File: config.mk
export PLATFORM = sky130hd
export DESIGN_NAME = ccc_clock_supervisor
export DESIGN_NICKNAME = d
export VERILOG_FILES = /design/src/rtl/ccc_clock_supervisor.sv
export SDC_FILE = /design/constraint.sdc
export NUM_CORES = 1
export LEC_CHECK = 0
export BUFFER_PORTS_ARGS = -buffer_cell sky130_fd_sc_hd__buf_2
export CAP_MARGIN = 0
export CORE_MARGIN = 8
export CORE_UTILIZATION = 41
export CTS_CLUSTER_SIZE = 14
export DETAILED_ROUTE_END_ITERATION = 7
export GPL_TIMING_DRIVEN = 1
export PLACE_DENSITY_LB_ADDON = 0.08
export SLEW_MARGIN = 20
export SYNTH_ARGS = -nofsm -noshare
export SYNTH_HDL_FRONTEND = slang
export SYNTH_SLANG_ARGS = --single-unit
export TNS_END_PERCENT = 20
File: constraint.sdc
create_clock -name CLK0 -period 5.6 [get_ports CLK0]
set_clock_uncertainty 0.2 [all_clocks]
set_input_delay 0.28 -clock CLK0 [delete_from_list [all_inputs] [get_ports CLK0]]
set_output_delay 0.28 -clock CLK0 [all_outputs]
set_load 0.005 [all_outputs]
File: src/rtl/ccc_clock_supervisor.sv
// Clock supervisor on the CCC global clock: qualifies PLL lock, then emits
// phase-aligned per-channel clock enables and a synchronous fabric reset.
module ccc_clock_supervisor #(
    parameter int NUM_CH             = 4,
    parameter int DIV_W              = 8,
    parameter int LOCK_STABLE_CYCLES = 16,
    parameter int LOSS_W             = 8
) (
    input  logic                    CLK0,
    input  logic                    ARST_N,
    input  logic                    LOCK,
    input  logic [NUM_CH*DIV_W-1:0] DIV_RATIO,
    input  logic                    SYNC_REQ,
    input  logic                    LOSS_CLR,
    output logic [NUM_CH-1:0]       CE,
    output logic                    READY,
    output logic                    FABRIC_RST_N,
    output logic [LOSS_W-1:0]       LOSS_COUNT,
    output logic [1:0]              STATE
);

    typedef enum logic [1:0] {
        ST_WAIT_LOCK = 2'd0,
        ST_SETTLE    = 2'd1,
        ST_RUN       = 2'd2,
        ST_LOST      = 2'd3
    } state_t;

    localparam int SET_W = (LOCK_STABLE_CYCLES < 2) ? 1 : $clog2(LOCK_STABLE_CYCLES + 1);
    localparam logic [SET_W-1:0] SETTLE_LAST = SET_W'(LOCK_STABLE_CYCLES - 1);

    state_t              state_reg, state_next;
    logic [SET_W-1:0]    settle_reg, settle_next;
    logic [LOSS_W-1:0]   loss_reg, loss_next;
    logic                lock_meta_reg, lock_s_reg;
    logic                ready_reg;
    logic                loss_inc;
    logic                run_entry, run_stay, realign;
    logic [NUM_CH-1:0]   ce_reg, ce_next;

    always_ff @(posedge CLK0 or negedge ARST_N) begin
        if (!ARST_N) begin
            lock_meta_reg <= 1'b0;
            lock_s_reg    <= 1'b0;
        end else begin
            lock_meta_reg <= LOCK;
            lock_s_reg    <= lock_meta_reg;
        end
    end

    always_comb begin
        state_next  = state_reg;
        settle_next = settle_reg;
        loss_inc    = 1'b0;
        case (state_reg)
            ST_WAIT_LOCK: begin
                settle_next = '0;
                if (lock_s_reg) state_next = ST_SETTLE;
            end
            ST_SETTLE: begin
                if (!lock_s_reg) begin
                    state_next  = ST_WAIT_LOCK;
                    settle_next = '0;
                end else if (settle_reg == SETTLE_LAST) begin
                    state_next  = ST_RUN;
                    settle_next = '0;
                end else begin
                    settle_next = settle_reg + SET_W'(1);
                end
            end
            ST_RUN: begin
                if (!lock_s_reg) begin
                    state_next = ST_LOST;
                    loss_inc   = 1'b1;
                end
            end
            ST_LOST:  state_next = ST_WAIT_LOCK;
            default:  state_next = ST_WAIT_LOCK;
        endcase
    end

    // A clear coinciding with a new loss leaves exactly that loss counted.
    always_comb begin
        loss_next = loss_reg;
        if (LOSS_CLR)
            loss_next = loss_inc ? LOSS_W'(1) : '0;
        else if (loss_inc && !(&loss_reg))
            loss_next = loss_reg + LOSS_W'(1);
    end

    assign run_entry = (state_next == ST_RUN) && (state_reg != ST_RUN);
    assign run_stay  = (state_next == ST_RUN) && (state_reg == ST_RUN);
    assign realign   = run_entry || (run_stay && SYNC_REQ);

    genvar gi;
    generate
        for (gi = 0; gi < NUM_CH; gi++) begin : g_ch
            logic [DIV_W-1:0] div_raw, ratio_eff;
            logic [DIV_W-1:0] ratio_reg, ratio_next;
            logic [DIV_W-1:0] cnt_reg, cnt_next;
            logic             ce_ch_next;

            assign div_raw   = DIV_RATIO[gi*DIV_W +: DIV_W];
            assign ratio_eff = (div_raw == '0) ? DIV_W'(1) : div_raw;

            // The ratio only reloads on the edge that raises CE, so a period
            // in progress always completes with the ratio it started with.
            always_comb begin
                cnt_next   = '0;
                ratio_next = ratio_eff;
                ce_ch_next = 1'b0;
                if (realign) begin
                    ce_ch_next = 1'b1;
                end else if (run_stay) begin
                    if (cnt_reg == ratio_reg - DIV_W'(1)) begin
                        ce_ch_next = 1'b1;
                    end else begin
                        cnt_next   = cnt_reg + DIV_W'(1);
                        ratio_next = ratio_reg;
                    end
                end
            end

            always_ff @(posedge CLK0 or negedge ARST_N) begin
                if (!ARST_N) begin
                    cnt_reg   <= '0;
                    ratio_reg <= DIV_W'(1);
                end else begin
                    cnt_reg   <= cnt_next;
                    ratio_reg <= ratio_next;
                end
            end

            assign ce_next[gi] = ce_ch_next;
        end
    endgenerate

    always_ff @(posedge CLK0 or negedge ARST_N) begin
        if (!ARST_N) begin
            state_reg  <= ST_WAIT_LOCK;
            settle_reg <= '0;
            loss_reg   <= '0;
            ready_reg  <= 1'b0;
            ce_reg     <= '0;
        end else begin
            state_reg  <= state_next;
            settle_reg <= settle_next;
            loss_reg   <= loss_next;
            ready_reg  <= (state_next == ST_RUN);
            ce_reg     <= ce_next;
        end
    end

    assign CE           = ce_reg;
    assign READY        = ready_reg;
    assign FABRIC_RST_N = ready_reg;
    assign LOSS_COUNT   = loss_reg;
    assign STATE        = state_reg;

endmodule

== Word-level counts from Yosys, hierarchy flattened ==
Index checks and enable logic that the tools add are counted.

* Word-level logic and storage cells: 106
* Bits of input ports: 37
* Register bits after elaboration: 86

* Add/subtract/negate cells: 10
* Mux-type cells: 53
* Reductions and logical operators: 14
* Equality and inequality tests: 14

{| class="wikitable"
|+ Operators with widths
! operator !! count
|-
| two-way mux 8 bit || 30
|-
| adder 8 x 1 -> 8 bit (second input constant) || 5
|-
| == test 8 bit || 4
|-
| logical NOT 8 bit || 4
|-
| subtractor 8 x 1 -> 8 bit (second input constant) || 4
|-
| two-way mux 1 bit || 15
|-
| inequality test 3 x 1 -> 1 bit (second input constant) || 4
|-
| two-way mux 5 bit || 2
|-
| one-hot mux 5 bit (2 select lines) || 1
|-
| two-way mux 2 bit || 4
|-
| one-hot mux 2 bit (4 select lines) || 1
|-
| AND reduction 8 bit || 1
|-
| == test 2 bit (second input constant) || 3
|-
| adder 5 x 1 -> 5 bit (second input constant) || 1
|-
| == test 5 x 4 -> 1 bit (second input constant) || 1
|-
| logical AND 1 bit || 4
|-
| nonzero test 2 bit || 2
|-
| == test 2 x 1 -> 1 bit (second input constant) || 1
|-
| logical NOT 2 bit || 1
|-
| inequality test 2 bit (second input constant) || 1
|-
| logical NOT 1 bit || 1
|-
| logical OR 1 bit || 1
|}

== Depth between registers and ports, before layout ==
Gate-level depths: netlist of the first run.

* Depth in word-level cells: 9
* Depth in mapped cells: 9
* Mapped depth without buffers: 8

== Worst setup path before layout of the first run ==
No wires, ideal clock.

* Path type: flip-flop to flip-flop
* Start: register g_ch[3].ratio_reg[0]
* End: register g_ch[3].ratio_reg[7]
* Stages on the path, launching flop included: 10
* Library setup time: 0.125 ns
* Buffers on the path: 1
* Slack: 2.966 ns
* Required time: 5.275 ns
* Period minus slack after synthesis: 2.634 ns
* Arrival time: 2.309 ns
* Path through: dfstp_2 > inv_1 > ha_1 > xor2_1 > o211ai_1 > a211oi_1 > nand3_1 > o21ai_2 > buf_2 > mux2_2

* Word-level cells in the longest chain between the ends: 3

{| class="wikitable"
|+ Ends and longest elaborated chain
! what !! line !! RTL
|-
| from (decl) || 99 || <nowiki>logic [DIV_W-1:0] ratio_reg, ratio_next;</nowiki>
|-
| from (signal assigned) || 130 || <nowiki>ratio_reg <= ratio_next;</nowiki>
|-
| subtractor 8 x 1 -> 8 bit || 115 || <nowiki>if (cnt_reg == ratio_reg - DIV_W'(1)) begin</nowiki>
|-
| == test 8 bit || 115 ||
|-
| inequality test 3 x 1 -> 1 bit (no source line) || -- ||
|}

Every way passes these cells.
A chain may end at the register's enable or synchronous reset.

== Worst setup path in the final report of the first run ==
* Start: register g_ch[1].ratio_reg[0]
* End: register g_ch[1].ratio_reg[4]

* Word-level cells in the longest chain between the ends: 3

{| class="wikitable"
|+ Ends and longest elaborated chain
! what !! line
|-
| from (decl) || 99
|-
| from (signal assigned) || 130
|-
| subtractor 8 x 1 -> 8 bit || 115
|-
| == test 8 bit || 115
|-
| inequality test 3 x 1 -> 1 bit (no source line) || --
|}

Every way passes these cells.

==> impl_metrics.env, run 1 <==
export IMPL_cts_sinks=86
export IMPL_cts_root_buffer="clkbuf_8"
export IMPL_synthDistinctLibCells=58
export IMPL_ctsHoldBuffers=33
export IMPL_ys_seq_area_share_pct=46.76
export IMPL_place_area_um2=4996
export IMPL_wl_mm=10.02
export IMPL_drv_cap=0
export IMPL_utilization_pct=50.85
export IMPL_tns_ns=0
export IMPL_arrival_ns=2.92
export IMPL_syn_num_nets=503
export IMPL_ys_async_sr_fraction_pct=100.0
export IMPL_worst_slack_ns=2.727
export IMPL_grt_usage_pct=14.30
export IMPL_dpl_hpwl_mm=7.036
export IMPL_cellLeakagePower_nw=2.477
export IMPL_core_area_um2=10890
export IMPL_h_tree_depth=3
export IMPL_report_power_total_mw=1.215
export IMPL_vias=3541
export IMPL_final_hold_violation_count=0
export IMPL_drtIter0Drc=154
export IMPL_multi_input_area_um2=2345
export IMPL_grt_ovfl_total=0
export IMPL_port_buffers=52
export IMPL_synth_ff_type="dfrtp_1"
export IMPL_min_period_over_period_pct=51.31
export IMPL_rows=38
export IMPL_yosysTopAreaCell="dfrtp_1"
export IMPL_wl_per_cell_um=14.61
export IMPL_ys_seq_elements=86
export IMPL_rsz0062_at_grt="false"
export IMPL_antenna_left=0
export IMPL_end_kind="register"
export IMPL_synth_edf_count=0
export IMPL_placed_cells=637
export IMPL_dieArea_um2=14900
export IMPL_worst_hold_slack_ns=0.02226
export IMPL_final_min_clock_period_ns=2.873
export IMPL_first_pass_iters=4
export IMPL_final_cell_area_um2=5537
export IMPL_die_x_um=122.1
export IMPL_cts_buffer_depth=2
export IMPL_pre_cts_ws_ns=2.711
export IMPL_antenna_found_initial=0
export IMPL_slew_headroom_pct=47.71
export IMPL_hold_class="in -> reg"
export IMPL_grt_pass1_vias=3562
export IMPL_critPathLaunchType="register"
export IMPL_powerDensity_nw_per_um2=219.4
export IMPL_cts_tree="done"
export IMPL_netlist_top_cells_area="dfrtp_1 44%, xor2_1 7.0%, xnor2_1 6.1%"
export IMPL_n_fill_cell=975
export IMPL_vdd_drop_max_mv=0.1784
export IMPL_synth_most_common_cell="dfrtp_1"
export IMPL_status="complete, no violations"
export IMPL_slew_viol_final=0
export IMPL_vias_per_cell=5.162
export IMPL_chipHeight_um=122.1
export IMPL_crit_required_ns=5.65
export IMPL_cp_slowest_cell="o31ai_4"
export IMPL_insertion_delay_ns=0.36
export IMPL_initial_core_util_pct=42.37
export IMPL_crit_type="reg -> reg"
export IMPL_syn_inst=456
export IMPL_drc_errors=0
export IMPL_tightestPinTransition_ns=0.7843
export IMPL_syn_to_final_growth_pct=20.02
export IMPL_fmax_mhz=348.0
export IMPL_worstPathMaxFanout=16
export IMPL_pin_count=53
export IMPL_setup_violations=0
export IMPL_critical_path_max_stage_delay_ns=0.71
export IMPL_grt_max_degree=87
export IMPL_yosys_top_cells_count="82 x dfrtp_1, 50 x nor2_1, 37 x nand3_1, 37 x xor2_1, 32 x xnor2_1"
export IMPL_synth_top_area_share_pct=44.48
export IMPL_regArea_um2=2157
export IMPL_final_nets=588
export IMPL_grt_pass1_wl_mm=17.35
export IMPL_antennaDiodeCount=0
export IMPL_clk_pin_slew_ns=0.09
export IMPL_cts_buffers=9
export IMPL_cts_resized=0
export IMPL_ys_warn_count=0
export IMPL_syn_area_um2=4613
export IMPL_stdcell_count=686
export IMPL_synth_area_per_cell_um2=10.12
export IMPL_gp_congestion=0.8001
export IMPL_post_cts_buffers=0
export IMPL_cp_cell_sequence="inv_1, ha_1, xnor2_1, a211oi_1, nand3_1, o31ai_4, mux2_2"
export IMPL_drive_above_1_share_pct=19.05
[cell usage in the layout, fill, tap and decap left out, drive strengths merged, types with 3 or more instances in the layout]
cell / count
o21ai: 24
nand3b: 3
dfstp: 4
nand3: 37
inv: 15
nand4: 4
mux2: 21
buf: 53
dlygate4sd3: 33
nor4: 10
o41ai: 3
dfrtp: 82
nor2b: 6
and3: 11
a31oi: 4
ha: 10
o31ai: 3
xnor2: 32
o211ai: 3
nor2: 51
clkbuf: 10
nand2: 20
nand2b: 4
and2: 3
xor2: 37
nor3: 19
mux2i: 4
a21oi: 8
[per-layer routing]
layer / share of wire [%] / vias up / global-route usage [%]
met5: 0 / - / 0
met1: 45 / 1697 / 17.57
met2: 49 / 62 / 23.64
li1: - / 1772 / -
met4: 1.2 / 0 / 4.037
met3: 4.6 / 10 / 4.581
[power breakdown]
group,internal (mW),switching [mW]
clock network,0.221,0.231
logic,0.0564,0.0510
registers,0.636,0.0187
[critical path, delay by kind of cell, from the launching register on]
kind,cells,cell delay [ns]
AOI/OAI and AO/OA,2,0.92
xor gates and xnor gates,1,0.13
adders and majority gates,1,0.30
buffers and inverters,1,0.07
DFF,1,0.57
muxes,1,0.41
and+or+nand+nor,1,0.17
[cells by family after synthesis]
| logic type | after synthesis | share of synthesized area [%] |
|---|---|---|
| fa+ha+maj | 11 | 2.929 |
| buf+inv | 25 | 2.414 |
| simple gates | 183 | 20.34 |
| compound gates | 57 | 8.381 |
| mux | 25 | 6.075 |
| xor+xnor | 69 | 13.10 |
| flops | 86 | 46.76 |
[area by class of cell]
cell class                      count  share of cell area (%)
Clock buffer                       10                   2.486
Clock inverter                      6                   1.243
Sequential cell                    86                   38.96
Tap cell                          140                   3.164
Timing Repair Buffer               86                   10.92
Inverter                           13                  0.8814
Multi-Input combinational cell    345                   42.35
[path summary, 6_finish.rpt]
kind / startpoint / endpoint / slack [ns] / cells past startpoint
max in group asynchronous: ARST_N / LOSS_COUNT[1]$_DFFE_PN0P_ / 4.34 / 2
setup reg to reg: g_ch[1].ratio_reg[0]$_DFFE_PN1P_ / g_ch[1].ratio_reg[4]$_DFFE_PN0P_ / 2.73 / 7
setup / recovery: g_ch[1].ratio_reg[0]$_DFFE_PN1P_ / g_ch[1].ratio_reg[4]$_DFFE_PN0P_ / 2.73 / 7
hold reg to reg: lock_meta_reg$_DFF_PN0_ / lock_s_reg$_DFF_PN0_ / 0.18 / 0
hold / removal: DIV_RATIO[24] / g_ch[3].ratio_reg[0]$_DFFE_PN1P_ / 0.02 / 3
min in group asynchronous: ARST_N / g_ch[2].ratio_reg[4]$_DFFE_PN0P_ / 0.34 / 2
No activity file was read; power rests on OpenSTA's default activity.
==> run 2, diff against run 1 <==
ABC_AREA = 1   (was not set)
clock period = 3 ns   (was 5.6 ns; I/O delays follow)
==> impl_metrics.env, run 2 <==
export IMPL_min_period_over_period_pct=81.30
export IMPL_switching_share_pct=22.72
export IMPL_crit_required_ns=3.08
export IMPL_vias=4252
export IMPL_regToRegSetupSlack_ns=0.56
export IMPL_ys_seq_elements=86
export IMPL_synth_most_common_cell="nand2_1"
export IMPL_final_hold_violation_count=0
export IMPL_gp_congestion=0.7930
export IMPL_wl_mm=10.88
export IMPL_hold_class="reg -> reg"
export IMPL_vias_per_cell=4.799
export IMPL_slew_viol_final=0
export IMPL_pwr_share_seq_pct=46.0
export IMPL_fmax_mhz=410.0
export IMPL_pin_count=53
export IMPL_drive_above_1_share_pct=15.97
export IMPL_arrival_ns=2.52
export IMPL_synthDistinctLibCells=38
export IMPL_first_pass_iters=5
export IMPL_holdPathStages=0
export IMPL_grt_max_degree=87
export IMPL_cts_tree="done"
export IMPL_timing_rr_end="g_ch[2].ratio_reg[2]$_DFFE_PN0P_"
export IMPL_syn_inst=648
export IMPL_antenna_left=0
export IMPL_final_cell_mix="176 x nand2_1, 82 x dfrtp_1, 75 x inv_1, 74 x nand3_1, 59 x nor2_1"
export IMPL_clk_pin_slew_ns=0.06
export IMPL_cellLeakagePower_nw=2.992
export IMPL_yosys_top_cells_count="176 x nand2_1, 82 x dfrtp_1, 75 x inv_1, 74 x nand3_1, 59 x nor2_1"
export IMPL_syn_to_final_growth_pct=19.92
export IMPL_crit_type="reg -> reg"
export IMPL_ys_warn_count=0
export IMPL_antenna_found_initial=0
export IMPL_grt_pass1_wl_mm=18.78
export IMPL_rr_startpoint="g_ch[2].ratio_reg[0]$_DFFE_PN1P_"
export IMPL_vdd_drop_max_mv=0.2663
export IMPL_dpl_hpwl_mm=7.732
export IMPL_grt_ovfl_total=0
export IMPL_whs_endpoint="lock_s_reg$_DFF_PN0_"
export IMPL_final_min_clock_period_ns=2.439
export IMPL_worstPathMaxFanout=14
export IMPL_rows=40
export IMPL_grt_usage_pct=14.10
export IMPL_end_kind="register"
export IMPL_port_buffers=52
export IMPL_tns_ns=0
export IMPL_dieArea_um2=16130
export IMPL_h_tree_depth=3
export IMPL_drc_errors=0
export IMPL_synth_ff_type="dfrtp_1"
export IMPL_layout_commonest_cell="nand2_1"
export IMPL_setup_violations=0
export IMPL_clock_power_share_pct=45.4
export IMPL_tightestPinTransition_ns=0.7803
export IMPL_powerDensity_nw_per_um2=438.4
export IMPL_power_switching_mw=0.6032
export IMPL_initial_core_util_pct=42.05
export IMPL_status="complete, no violations"
export IMPL_synth_edf_count=0
export IMPL_grt_pass1_vias=4161
export IMPL_netlist_top_cells_area="dfrtp_1 41%, nand2_1 13%, nand3_1 7.3%"
export IMPL_combPwrFrac_pct=8.6
export IMPL_insertion_delay_ns=0.34
export IMPL_cts_root_buffer="clkbuf_16"
export IMPL_die_x_um=127.0
export IMPL_critPathLaunchType="register"
export IMPL_slew_headroom_pct=47.98
export IMPL_syn_num_nets=695
export IMPL_synth_top_area_share_pct=40.62
export IMPL_wl_per_cell_um=12.28
export IMPL_cts_buffer_depth=2
export IMPL_syn_area_um2=5051
export IMPL_worst_hold_slack_ns=0.1517
export IMPL_ys_async_sr_fraction_pct=100.0
export IMPL_drv_cap=0
export IMPL_post_cts_buffers=0
export IMPL_worstHoldStart="lock_meta_reg$_DFF_PN0_"
export IMPL_rsz0062_at_grt="false"
export IMPL_ys_seq_area_share_pct=42.70
export IMPL_p_int_mw=2.052
export IMPL_cts_sinks=86
export IMPL_synth_area_per_cell_um2=7.795
export IMPL_yosysTopAreaCell="dfrtp_1"
export IMPL_r2r_cells=13
export IMPL_chipHeight_um=127.0
export IMPL_antennaDiodeCount=0
export IMPL_drtIter0Drc=191
export IMPL_cts_buffers=9
export IMPL_final_nets=781
export IMPL_core_area_um2=12010
run 2: cell families (layout without fill, tap and decap cells):
group,after synthesis,in the layout,synth area share [%]
xor+xnor,46,46,8.249
fa+ha+maj,10,10,2.477
buf+inv,92,183,8.620
simple gates,376,376,33.61
compound gates,38,38,4.335
flops,86,86,42.71
run 2: how the worst max path moves through the flow:
| stage | from | end | slack [ns] | depth (start not counted) |
|---|---|---|---|---|
| after detailed placement | g_ch[2].ratio_reg[0]$_DFFE_PN1P_ | g_ch[2].ratio_reg[2]$_DFFE_PN0P_ | 0.58 | 13 |
| after floorplan | g_ch[2].ratio_reg[0]$_DFFE_PN1P_ | g_ch[2].ratio_reg[5]$_DFFE_PN0P_ | 0.98 | 13 |
| after global placement | g_ch[2].ratio_reg[0]$_DFFE_PN1P_ | g_ch[2].ratio_reg[2]$_DFFE_PN0P_ | 0.56 | 13 |
| after global routing | g_ch[2].ratio_reg[0]$_DFFE_PN1P_ | g_ch[2].ratio_reg[2]$_DFFE_PN0P_ | 0.35 | 13 |
| after CTS | g_ch[2].ratio_reg[0]$_DFFE_PN1P_ | g_ch[2].ratio_reg[2]$_DFFE_PN0P_ | 0.56 | 13 |
| final | g_ch[2].ratio_reg[0]$_DFFE_PN1P_ | g_ch[2].ratio_reg[2]$_DFFE_PN0P_ | 0.56 | 13 |
run 2: layer usage:
layer,routed length (µm),global-route usage [%],vias to the layer above,share of wire [%]
li1,-,-,2200,-
met1,5249,17.72,1971,48
met2,5105,23.37,71,47
met3,356,2.953,10,3.3
met4,166,5.248,0,1.5
met5,0,0,-,0
run 2: area by class of cell:
type                            count  area, µm²
Clock buffer                       11      242.7
Multi-Input combinational cell    470       2459
Fill cell                        1176       5954
Tap cell                          147      183.9
Timing Repair Buffer               89      634.4
Clock inverter                      5      82.58
Sequential cell                    86       2157
Inverter                           78      297.8
run 2: critical path: stages, from the launching register on:
cell and delay, ns:
dfstp_2 0.57, inv_2 0.05, ha_1 0.31, inv_1 0.06
nand2_1 0.04, nand2_1 0.06, nand2_1 0.06, nor2_1 0.09
nand3_1 0.07, nor2_1 0.11, nand3_2 0.27, nand2_4 0.31
nand2_1 0.10, nand2_1 0.07
run 2: metrics by stage:
step | area [µm²] | setup slack, ns | power, mW | instances | util, %
3_5_place_dp | 5368 | 0.5840 | 1.438 | 834 | 44.69
5_1_grt | 6057 | 0.3537 | 2.773 | 886 | 50.43
3_3_place_gp | 5368 | 0.5561 | 1.435 | 834 | 44.69
6_report | 6057 | 0.5611 | 2.656 | 886 | 50.43
2_1_floorplan | 5051 | 0.9830 | 1.352 | 648 | -
4_1_cts | 6053 | 0.5644 | 2.700 | 886 | 50.40
run 2: timing repair:
| action | 4_1_cts | 5_1_grt |
|---|---|---|
| resized for setup | 0 | 0 |
| hold buffers | 36 | 0 |
| hold endpoints to repair | 123 | 0 |
run 2: power groups by stage:
stage	combinational [mW]	sequential, mW	clock, mW
finish	0.229	1.22	1.21
global route	0.264	1.22	1.28
CTS	0.232	1.22	1.25
detailed placement	0.196	1.24	0
global placement	0.193	1.24	0
floorplan	0.117	1.23	0
